`src/rtl/regbank_sequencer_pkg.sv`:
```
// Shared types for the register-bank sequencer: data width default, opcode encodings, FSM states.
// Latency/backpressure are not applicable: declarations only.
package regbank_sequencer_pkg;

    localparam int DATA_W_DEF = 8;

    typedef enum logic [2:0] {
        OP_ADD  = 3'b000,
        OP_SUB  = 3'b001,
        OP_AND  = 3'b010,
        OP_OR   = 3'b011,
        OP_LI   = 3'b100,
        OP_MOV  = 3'b101,
        OP_ADDI = 3'b110,
        OP_NOP  = 3'b111
    } op_t;

    typedef enum logic [2:0] {
        S_IDLE,
        S_READ_A,
        S_READ_B,
        S_EXEC,
        S_WRITE,
        S_DONE
    } state_t;

    // Two-register-operand ops need the READ_B cycle.
    function automatic logic needs_b(op_t op);
        return op inside {OP_ADD, OP_SUB, OP_AND, OP_OR};
    endfunction

endpackage

```
`src/rtl/alu8.sv`:
```
// Combinational datapath for the sequencer: one result plus carry/borrow and zero flags.
// Zero latency, no flow control.
module alu8
    import regbank_sequencer_pkg::*;
#(
    parameter int DATA_W = DATA_W_DEF
) (
    input  logic [DATA_W-1:0] a,
    input  logic [DATA_W-1:0] b,
    input  logic [DATA_W-1:0] imm,
    input  op_t               opcode,
    output logic [DATA_W-1:0] result,
    output logic              carry,
    output logic              zero
);

    always_comb begin
        result = '0;
        carry  = 1'b0;
        case (opcode)
            OP_ADD:  {carry, result} = {1'b0, a} + {1'b0, b};
            OP_SUB:  begin
                result = a - b;
                carry  = (a < b);
            end
            OP_AND:  result = a & b;
            OP_OR:   result = a | b;
            OP_LI:   result = imm;
            OP_MOV:  result = a;
            OP_ADDI: {carry, result} = {1'b0, a} + {1'b0, imm};
            OP_NOP:  result = '0;
        endcase
    end

    assign zero = (result == '0);

endmodule

```
`src/rtl/regbank_sequencer.sv`:
```
// Multi-cycle sequencer: reads up to two bank registers, runs alu8, writes rd, pulses done.
// ADD/SUB/AND/OR write in cycle 4, done in 5; start is ignored (not queued) while busy.
module regbank_sequencer
    import regbank_sequencer_pkg::*;
#(
    parameter int DATA_W = DATA_W_DEF
) (
    input  logic              clk,
    input  logic              rst,
    input  logic              start,
    input  logic [2:0]        opcode,
    input  logic [1:0]        rs_a,
    input  logic [1:0]        rs_b,
    input  logic [1:0]        rd,
    input  logic [DATA_W-1:0] imm,
    output logic              busy,
    output logic              done,
    output logic [DATA_W-1:0] result,
    output logic              zero,
    output logic              carry,
    output logic              WR,
    output logic [1:0]        rs,
    output logic [DATA_W-1:0] data,
    input  logic [DATA_W-1:0] regVal
);

    state_t            state;
    op_t               op_q;
    logic [1:0]        rs_b_q;
    logic [1:0]        rd_q;
    logic [DATA_W-1:0] imm_q;
    logic [DATA_W-1:0] op_a;
    logic [DATA_W-1:0] op_b;
    logic [DATA_W-1:0] alu_res;
    logic              alu_c;
    logic              alu_z;

    alu8 #(.DATA_W(DATA_W)) u_alu (
        .a      (op_a),
        .b      (op_b),
        .imm    (imm_q),
        .opcode (op_q),
        .result (alu_res),
        .carry  (alu_c),
        .zero   (alu_z)
    );

    // Write data is always the last computed result, so it is valid in WRITE and held elsewhere.
    assign data = result;

    // Bus outputs are registered on the transition into the state that uses them.
    always_ff @(posedge clk or posedge rst) begin
        if (rst) begin
            state  <= S_IDLE;
            op_q   <= OP_NOP;
            rs_b_q <= '0;
            rd_q   <= '0;
            imm_q  <= '0;
            op_a   <= '0;
            op_b   <= '0;
            result <= '0;
            zero   <= 1'b1;
            carry  <= 1'b0;
            busy   <= 1'b0;
            done   <= 1'b0;
            WR     <= 1'b0;
            rs     <= '0;
        end else begin
            WR   <= 1'b0;
            done <= 1'b0;
            rs   <= '0;
            case (state)
                S_IDLE: begin
                    if (start) begin
                        op_q   <= op_t'(opcode);
                        rs_b_q <= rs_b;
                        rd_q   <= rd;
                        imm_q  <= imm;
                        busy   <= 1'b1;
                        case (op_t'(opcode))
                            OP_LI:   state <= S_EXEC;
                            OP_NOP: begin
                                state <= S_DONE;
                                done  <= 1'b1;
                            end
                            default: begin
                                state <= S_READ_A;
                                rs    <= rs_a;
                            end
                        endcase
                    end
                end
                S_READ_A: begin
                    op_a <= regVal;
                    if (needs_b(op_q)) begin
                        state <= S_READ_B;
                        rs    <= rs_b_q;
                    end else begin
                        state <= S_EXEC;
                    end
                end
                S_READ_B: begin
                    op_b  <= regVal;
                    state <= S_EXEC;
                end
                S_EXEC: begin
                    result <= alu_res;
                    zero   <= alu_z;
                    carry  <= alu_c;
                    WR     <= 1'b1;
                    rs     <= rd_q;
                    state  <= S_WRITE;
                end
                S_WRITE: begin
                    done  <= 1'b1;
                    state <= S_DONE;
                end
                S_DONE: begin
                    busy  <= 1'b0;
                    state <= S_IDLE;
                end
                default: begin
                    busy  <= 1'b0;
                    state <= S_IDLE;
                end
            endcase
        end
    end

endmodule

```
`config.mk`:
```
export PLATFORM = sky130hd
export DESIGN_NAME = regbank_sequencer
export DESIGN_NICKNAME = d
export VERILOG_FILES = /design/src/rtl/regbank_sequencer_pkg.sv /design/src/rtl/alu8.sv /design/src/rtl/regbank_sequencer.sv
export SDC_FILE = /design/constraint.sdc
export NUM_CORES = 1
export LEC_CHECK = 0
export BUFFER_PORTS_ARGS = -buffer_cell sky130_fd_sc_hd__buf_4
export CORE_ASPECT_RATIO = 0.7
export CORE_UTILIZATION = 49
export CTS_CLUSTER_SIZE = 28
export DETAILED_ROUTE_END_ITERATION = 10
export PLACE_DENSITY = 0.73
export SYNTH_ARGS = -nofsm -noshare
export SYNTH_HDL_FRONTEND = slang
export SYNTH_SLANG_ARGS = --single-unit
```
`constraint.sdc`:
```
create_clock -name clk -period 2.51 [get_ports clk]
set_input_delay 0.251 -clock clk [delete_from_list [all_inputs] [get_ports clk]]
set_output_delay 0.251 -clock clk [all_outputs]
set_load 0.1 [all_outputs]
```
==> impl_metrics.tcl, run 1 <==
set metrics [dict create \
    whs_path_depth 3 \
    async_flop_share_pct 100 \
    grt_use_total_pct 26.7 \
    status "finished with violations" \
    met1_usage_pct 39.6 \
    path_max_fanout 4 \
    cts_buffers 5 \
    synth-edff-count 0 \
    finalWirelength_um 10200 \
    viasPerCell 5.75 \
    finalSetupViolations 1 \
    grt_pass1_wl_um 15700 \
    tightest_slew_ns 0.716 \
    ys_warn_count 0 \
    crit_path_start_kind "register" \
    drt_iter0_markers 274 \
    drc 0 \
    ioPinCount 51 \
    final_cell_mix "buf_4 (95), nand2_1 (45), dfrtp_1 (40), o21ai_0 (29), ha_1 (26)" \
    areaGrowthSynthToFinish_pct 29.2 \
    path_clk_slew_ns 0.10 \
    ys_ff_latch 49 \
    firstDrtPassIters 5 \
    port_buffers 50 \
    clkLatencyLatePin_ns 0.32 \
    ys_seq_area_share_pct 33.9 \
    fin_crit_sh_pct 102 \
    timing.fmax_ghz 0.390 \
    required_ns 2.77 \
    final_common_cell "buf_4" \
    drv_slew 0 \
    grt_max_degree 34 \
    end_kind "register" \
    hpwl_um 7560 \
    drv_cap 0 \
    grt_pass1_vias 2943 \
    place_congestion 0.971 \
    drive_above_1_share_pct 38.2 \
    grtUsageMet3_pct 4.65 \
    hold-worst-slack_ns 0.138 \
    overflow 0 \
    top_usage_layer "met2" \
    numClockSinks 49 \
    die_w_um 105 \
    clock_skew_ns 0.00376 \
    period_minus_slack_ns 2.57 \
    whs_endpoint "op_a[5]$_DFFE_PP0P_" \
    vias 3276 \
    r2r_end "zero$_DFFE_PP1P_" \
    use_met2_pct 41.3 \
    rsz0062_at_grt "true" \
    slew_headroom_pct 51.9 \
    die_h_um 74.1 \
    cts_max_level 2 \
    worstSetupPathType "register to register" \
    syn_area_um2 3630 \
    hold_start "regVal[5]" \
    final_hold_viol_count 0 \
    avgRoutedWirePerCell_um 17.9 \
    synth.distinct_cells 65 \
    drtAntennaViolNets 0 \
    synth_ff_type "dfrtp_1" \
    diodes 0 \
    reg2reg_depth 9 \
    hp-class "input port to register" \
    synth_fp_nets 461 \
    r2r-start "op_a[1]$_DFFE_PP0P_" \
    antenna_found_initial 0 \
    reg2reg_setup_slack_ns -0.06 \
    violations "negative setup slack" \
    cts-root-buf "clkbuf_8" \
    final_nets 538 \
    dieArea_um2 7770 \
    core_area_um2 6940 \
    arrival_ns 2.82 \
    cts_tree "built" \
    start_util_pct 52.3 \
    rows 25 \
    avgSynthCellArea_um2 9.13 \
    clockBufferDepth 2 \
    synthCells 398 \
    crit_path_start "op_a[1]$_DFFE_PP0P_" \
    layout_setup_ws_ns -0.0557 \
]
-- per-stage QoR --
| stage | cells | TNS, ns | utilization (%) | setup WS (ns) | area (um2) |
|---|---|---|---|---|---|
| floorplan | 398 | 0 | - | 0.0152 | 3630 |
| global placement | 556 | -0.530 | 62.2 | -0.277 | 4320 |
| detailed placement | 556 | -1.02 | 62.2 | -0.412 | 4320 |
| CTS | 567 | -0.0236 | 65.2 | -0.0236 | 4530 |
| global route | 570 | -0.262 | 67.6 | -0.118 | 4700 |
| finish | 570 | -0.0557 | 67.6 | -0.0557 | 4700 |
-- per-layer routing --
| metal | part of all wire [%] | up-vias |
|---|---|---|
| met4 | 0.66 | 0 |
| met1 | 48 | 1570 |
| met5 | 0 | - |
| met3 | 7.4 | 12 |
| met2 | 44 | 137 |
| li1 | - | 1557 |
-- worst max-delay path: stages (launching register included) --
cell	delay, ns
dfrtp_2	0.46
buf_4	0.17
ha_1	0.22
a21o_1	0.19
a21oi_4	0.22
o21a_1	0.23
o21ai_0	0.18
mux2i_1	0.17
or3_4	0.42
a41o_1	0.24
-- cell families after synthesis --
family / count (synthesis) / synth area share [%]
AO/OA/AOI/OAI: 117 / 22.7
XOR/XNOR: 5 / 1.20
adder cells (fa/ha/maj): 35 / 12.7
buffers and inverters: 55 / 6.64
flip-flops: 49 / 33.9
multiplexers: 25 / 7.44
AND/OR/NAND/NOR: 112 / 15.5
-- synthesized netlist by cell type, types with 6 or more instances --
master	instances	share of area (%)
nor3_1	6	0.83
nand2b_1	8	1.4
nor2_1	18	1.9
o21ai_0	34	4.7
a21o_1	7	1.4
buf_4	8	1.7
dfrtp_1	45	31
inv_1	27	2.8
mux2i_1	9	2.5
nor2b_1	7	1.2
a21oi_1	19	2.6
ha_1	32	11
clkbuf_1	14	1.4
nand2_1	45	4.6
mux2_2	16	5.0
-- timing repair --
| action | 4_1_cts | 5_1_grt |
|---|---|---|
| resized for setup | 23 | 26 |
| pin swaps | 12 | 17 |
| hold buffers | 1 | 0 |
| setup buffers | 3 | 3 |
| endpoints found under the hold margin | 16 | 0 |
| setup endpoints to repair | 7 | 7 |
-- state kept, by name (all words and copies together) (netlist names) --
register and count:
WR 1, busy 1, carry 1, data 8, done 1, imm_q 8
op_a 8, op_b 8, op_q 3, rd_q 2, rs 2, rs_b_q 2
state 3, zero 1
-- how the worst max path moves through the flow --
stage                             to  cells past startpoint
CTS                 zero$_DFFE_PP1P_                      8
floorplan           zero$_DFFE_PP1P_                      9
global route        zero$_DFFE_PP1P_                     10
global placement    zero$_DFFE_PP1P_                      9
finish              zero$_DFFE_PP1P_                      9
detailed placement  zero$_DFFE_PP1P_                      9
-- final cells by class --
class / instances / area [um2]
clock buffer: 5 / 68.8
clock inverter: 3 / 26.3
fill: 564 / 2250
inverter: 28 / 105
multi-input combinational: 294 / 2400
sequential: 49 / 1240
tap: 94 / 118
timing repair buffer: 97 / 743
Power of run 1 is left out: the tool's default activity adds up to more than one toggle a clock period on the data nets, which glitch-free logic cannot reach.
==> run 2: changes to the inputs <==
--- a/config.mk
+++ b/config.mk
@@ -5,12 +5,15 @@
 export SDC_FILE = /design/constraint.sdc
 export NUM_CORES = 1
 export LEC_CHECK = 0
+export ABC_AREA = 1
 export BUFFER_PORTS_ARGS = -buffer_cell sky130_fd_sc_hd__buf_4
 export CORE_ASPECT_RATIO = 0.7
 export CORE_UTILIZATION = 49
 export CTS_CLUSTER_SIZE = 28
 export DETAILED_ROUTE_END_ITERATION = 10
-export PLACE_DENSITY = 0.73
+export MAX_ROUTING_LAYER = met4
+export PLACE_DENSITY = 0.72
 export SYNTH_ARGS = -nofsm -noshare
 export SYNTH_HDL_FRONTEND = slang
 export SYNTH_SLANG_ARGS = --single-unit
+export TNS_END_PERCENT = 1
==> impl_metrics.tcl, run 2 <==
set metrics [dict create \
    areaGrowthSynthToFinish_pct 13.4 \
    final_common_cell "nand2_1" \
    reg2reg_setup_slack_ns 0.31 \
    post_cts_buffers 0 \
    synth_ff_type "dfrtp_1" \
    drv_cap 0 \
    timing.fmax_ghz 0.455 \
    clockBufferDepth 2 \
    place_area_um2 4050 \
    cts_buffers 5 \
    final_cell_mix "nand2_1 (133), inv_1 (65), buf_4 (54), dfrtp_1 (45), nand3_1 (45)" \
    whs_endpoint "rs[0]$_DFF_PP0_" \
    synthCells 506 \
    nFillCells 663 \
    start_util_pct 52.5 \
    worstPathCellList "inv_1 -> fa_1 -> inv_1 -> nand4_1 -> nand3_1 -> nand2_1 -> nand3_1 -> nand4_1 -> nor2_1 -> nand2_1 -> nand2_1" \
    firstDrtPassIters 5 \
    path_clk_slew_ns 0.11 \
    setup-tns-final_ns 0 \
    die_w_um 105 \
    ioPinCount 51 \
    post_cts_resized 0 \
    avgRoutedWirePerCell_um 14.8 \
    overflow 0 \
    drt_iter0_markers 205 \
    final_hold_viol_count 0 \
    hp-class "input port to register" \
    drv_slew 0 \
    layout_setup_ws_ns 0.313 \
    cts_tree "built" \
    drive_above_1_share_pct 16.8 \
    numClockSinks 49 \
    ys_ff_latch 49 \
    finalSetupViolations 0 \
    crit_family "simple AND/OR/NAND/NOR gates" \
    clock_skew_ns 0.00968 \
    worstSetupPathType "register to register" \
    ys_seq_area_share_pct 33.6 \
    port_buffers 50 \
    status "finished, final reports clean" \
    cts_hold_buf 1 \
    crit_path_start_kind "register" \
    vias 3416 \
    fin_crit_sh_pct 87.5 \
    drtAntennaViolNets 0 \
    synth_area_leaders "dfrtp_1 (31%), nand2_1 (14%), ha_1 (11%)" \
    cpMostUsedCell "nand2_1" \
    dieArea_um2 7830 \
    reg2reg_depth 11 \
    synth-edff-count 0 \
    worst-path-buf-inv 2 \
    grt_use_total_pct 26.2 \
    tightest_slew_ns 0.691 \
    whs_path_depth 3 \
    cpMaxStageDelayCell "dfrtp_1" \
    crit_path_start "op_a[1]$_DFFE_PP0P_" \
    synth_fp_nets 569 \
    grt_pass1_vias 3076 \
    viasPerCell 5.32 \
    rsz0062_at_grt "false" \
    drc 0 \
    die_h_um 74.3 \
    r2r_end "zero$_DFFE_PP1P_" \
    cts_max_level 2 \
    antenna_found_initial 0 \
    synth.distinct_cells 29 \
    async_flop_share_pct 100 \
    end_kind "register" \
    place_congestion 0.980 \
    finalCoreUtilization_pct 59.5 \
    syn_area_um2 3660 \
    diodes 0 \
    hold_start "rs_a[0]" \
    arrival_ns 2.47 \
    grt_max_degree 36 \
    ys_warn_count 0 \
    yosysTopAreaCellShare_pct 30.8 \
    finalWirelength_um 9530 \
    slew_headroom_pct 53.8 \
    final_nets 610 \
    cp_slowest_stage_delay_ns 0.54 \
    yosys-top-cells-count "nand2_1 (133), inv_1 (66), dfrtp_1 (45), nand3_1 (45), nor2_1 (42)" \
    avgSynthCellArea_um2 7.24 \
    r2r-start "op_a[1]$_DFFE_PP0P_" \
    fin_area_um2 4150 \
    yosysMostFrequentCell "nand2_1" \
    path_max_fanout 7 \
    required_ns 2.78 \
    clkLatencyLatePin_ns 0.33 \
    yosysTopAreaCell "dfrtp_1" \
    pre_cts_slack_ns 0.370 \
    rows 25 \
    grt_pass1_wl_um 15100 \
    core_area_um2 6980 \
    cts-root-buf "clkbuf_8" \
    period_minus_slack_ns 2.20 \
    hpwl_um 7400 \
]
run 2: changes by cell type in the layout (fill, tap and decap cells not counted), moves of 19 or more:
cell     previous run  this run
nand3_1             3        45
inv_1              24        65
buf_4              95        54
nor2_1             18        42
nand2_1            45       133
nand4_1             0        19
run 2: kinds of logic after synthesis:
logic type	share of synthesized area, %
XOR/XNOR	0.718
AO/OA/AOI/OAI	7.28
multiplexers	2.46
adder cells (fa/ha/maj)	12.6
buffers and inverters	11.3
flip-flops	33.6
AND/OR/NAND/NOR	32.0
run 2: worst max path at each step:
| stage | cells after the start | slack, ns | endpoint |
|---|---|---|---|
| 2_1_floorplan | 15 | 0.65 | zero$_DFFE_PP1P_ |
| 3_3_place_gp | 11 | 0.41 | zero$_DFFE_PP1P_ |
| 3_5_place_dp | 11 | 0.37 | zero$_DFFE_PP1P_ |
| 4_1_cts | 11 | 0.32 | zero$_DFFE_PP1P_ |
| 5_1_grt | 13 | 0.13 | zero$_DFFE_PP1P_ |
| 6_report | 11 | 0.31 | zero$_DFFE_PP1P_ |
run 2: layer usage:
layer  up-vias  wire length, um  GRT usage [%]
li1       1703                -              -
met5         -                0              -
met3        16              468           4.12
met2       106             4190           41.1
met1      1591             4740           36.0
met4         0              128           6.10
run 2: layout make-up:
| class | instances | area, um2 | area share [%] |
|---|---|---|---|
| Clock inverter | 3 | 26.3 | 0.633 |
| Tap cell | 94 | 118 | 2.83 |
| Clock buffer | 5 | 68.8 | 1.66 |
| Multi-Input combinational cell | 362 | 2010 | 48.5 |
| Sequential cell | 49 | 1230 | 29.7 |
| Inverter | 74 | 278 | 6.69 |
| Timing Repair Buffer | 55 | 415 | 10.0 |
run 2: metrics by stage:
| stage | cells | hold WS, ns |
|---|---|---|
| floorplan | 506 | 0.371 |
| global placement | 633 | 0.227 |
| detailed placement | 633 | 0.230 |
| CTS | 642 | 0.112 |
| global route | 642 | 0.116 |
| finish | 642 | 0.118 |
run 2: tightest hold or removal path, delay by kind of cell:
kind                   cells  cell delay [ns]
buffers and inverters      1             0.08
AND/OR/NAND/NOR            2             0.09
Power of run 2 is left out for the same reason.
==> run 3: changes to the inputs <==
--- a/config.mk
+++ b/config.mk
@@ -5,14 +5,13 @@
 export SDC_FILE = /design/constraint.sdc
 export NUM_CORES = 1
 export LEC_CHECK = 0
-export ABC_AREA = 1
 export BUFFER_PORTS_ARGS = -buffer_cell sky130_fd_sc_hd__buf_4
 export CORE_ASPECT_RATIO = 0.7
 export CORE_UTILIZATION = 49
 export CTS_CLUSTER_SIZE = 28
 export DETAILED_ROUTE_END_ITERATION = 10
 export MAX_ROUTING_LAYER = met4
-export PLACE_DENSITY = 0.72
+export PLACE_DENSITY = 0.73
 export SYNTH_ARGS = -nofsm -noshare
 export SYNTH_HDL_FRONTEND = slang
 export SYNTH_SLANG_ARGS = --single-unit
==> impl_metrics.tcl, run 3 (synthesis results as in run 1) <==
set metrics [dict create \
    vias 3343 \
    worstSetupPathType "register to register" \
    nFillCells 562 \
    fin_crit_sh_pct 101 \
    finalSetupViolations 1 \
    layout_setup_ws_ns -0.0138 \
    cpMaxStageDelayCell "dfrtp_2" \
    clock_skew_ns 0.00725 \
    cts-root-buf "clkbuf_8" \
    drive_above_1_share_pct 38.1 \
    violations "negative setup slack" \
    required_ns 2.76 \
    avgRoutedWirePerCell_um 18.4 \
    crit_path_start_kind "register" \
    cts_buffers 5 \
    reg2reg_setup_slack_ns -0.01 \
    drv_slew 0 \
    die_w_um 105 \
    path_max_fanout 4 \
    end_kind "register" \
    place_congestion 1.01 \
    grt_pass1_wl_um 16200 \
    timing.fmax_ghz 0.396 \
    r2r_end "zero$_DFFE_PP1P_" \
    dieArea_um2 7770 \
    die_h_um 74.1 \
    antenna_found_initial 0 \
    setup-tns-final_ns -0.0138 \
    final_nets 540 \
    cp_slowest_stage_delay_ns 0.47 \
    finalWirelength_um 10500 \
    viasPerCell 5.84 \
    hold-worst-slack_ns 0.152 \
    areaGrowthSynthToFinish_pct 29.8 \
    period_minus_slack_ns 2.52 \
    path_clk_slew_ns 0.10 \
    grt_use_total_pct 28.1 \
    crit_path_start "op_a[0]$_DFFE_PP0P_" \
    start_util_pct 52.3 \
    overflow 0 \
    status "finished with violations" \
    whs_endpoint "op_a[2]$_DFFE_PP0P_" \
    core_area_um2 6940 \
    hold_start "regVal[2]" \
    r2r-start "op_a[0]$_DFFE_PP0P_" \
    cts_tree "built" \
    drtAntennaViolNets 0 \
    final_cell_mix "buf_4 (98), nand2_1 (45), dfrtp_1 (41), o21ai_0 (30), ha_1 (26)" \
    final_hold_viol_count 0 \
    reg2reg_depth 10 \
    tightest_slew_ns 0.973 \
    clockBufferDepth 2 \
    cts_max_level 2 \
    hpwl_um 7760 \
    ioPinCount 51 \
    firstDrtPassIters 5 \
    final_common_cell "buf_4" \
    slew_headroom_pct 34.6 \
    drv_cap 0 \
    finalCoreUtilization_pct 68.0 \
    arrival_ns 2.77 \
    drc 0 \
    clkLatencyLatePin_ns 0.31 \
    rows 25 \
    port_buffers 50 \
    drt_iter0_markers 214 \
    grt_max_degree 33 \
    hp-class "input port to register" \
    diodes 0 \
    grt_pass1_vias 3072 \
    whs_path_depth 3 \
    worstPathCellList "ha_4 -> fa_2 -> a211oi_4 -> or2_4 -> and3_4 -> nor2_1 -> a221oi_2 -> buf_4 -> nor3_1 -> a41o_1" \
    numClockSinks 49 \
    rsz0062_at_grt "true" \
]
## run 3: layer usage
layer | track usage [%] | vias up | part of all wire [%]
li1 | - | 1567 | -
met1 | 39.9 | 1598 | 46
met2 | 42.5 | 162 | 45
met3 | 4.29 | 16 | 7.8
met4 | 6.42 | 0 | 1.7
met5 | - | - | 0
## run 3: worst max path at each step
stage	endpoint	slack, ns	cells past startpoint
after floorplan	zero$_DFFE_PP1P_	0.02	9
after global placement	zero$_DFFE_PP1P_	-0.09	10
after detailed placement	zero$_DFFE_PP1P_	-0.15	10
after CTS	zero$_DFFE_PP1P_	0.002	10
after global routing	carry$_DFFE_PP0P_	-0.08	9
final	zero$_DFFE_PP1P_	-0.01	10
## run 3: timing repair
| item | CTS | global route |
|---|---|---|
| pin swaps | 9 | 16 |
| hold buffers | 1 | 0 |
| buffers inserted | 4 | 1 |
| setup endpoints to repair | 6 | 7 |
| hold endpoints to repair | 17 | 0 |
| resized for setup | 18 | 31 |
## run 3: worst max-delay path, delay by kind of cell, from the launching register on
| kind | cells | cell delay, ns |
|---|---|---|
| buffers and inverters | 1 | 0.16 |
| AO/OA/AOI/OAI | 3 | 0.76 |
| AND/OR/NAND/NOR | 4 | 0.50 |
| flip-flops | 1 | 0.47 |
| adder cells (fa/ha/maj) | 2 | 0.58 |
## run 3: cell type report
class | instances | area, um2 | area share [%]
Sequential cell | 49 | 1240 | 26.2
Multi-Input combinational cell | 294 | 2400 | 50.9
Clock buffer | 5 | 68.8 | 1.46
Clock inverter | 3 | 43.8 | 0.928
Timing Repair Buffer | 99 | 746 | 15.8
Tap cell | 94 | 118 | 2.49
Inverter | 28 | 105 | 2.23
## run 3: per-stage QoR
stage,std cells,area [um2],setup WS (ns)
after global placement,559,4330,-0.0897
after floorplan,398,3630,0.0152
after detailed placement,559,4330,-0.153
final,572,4720,-0.0138
after CTS,572,4540,0.00184
after global routing,572,4720,-0.0835
Power of run 3 is left out for the same reason.
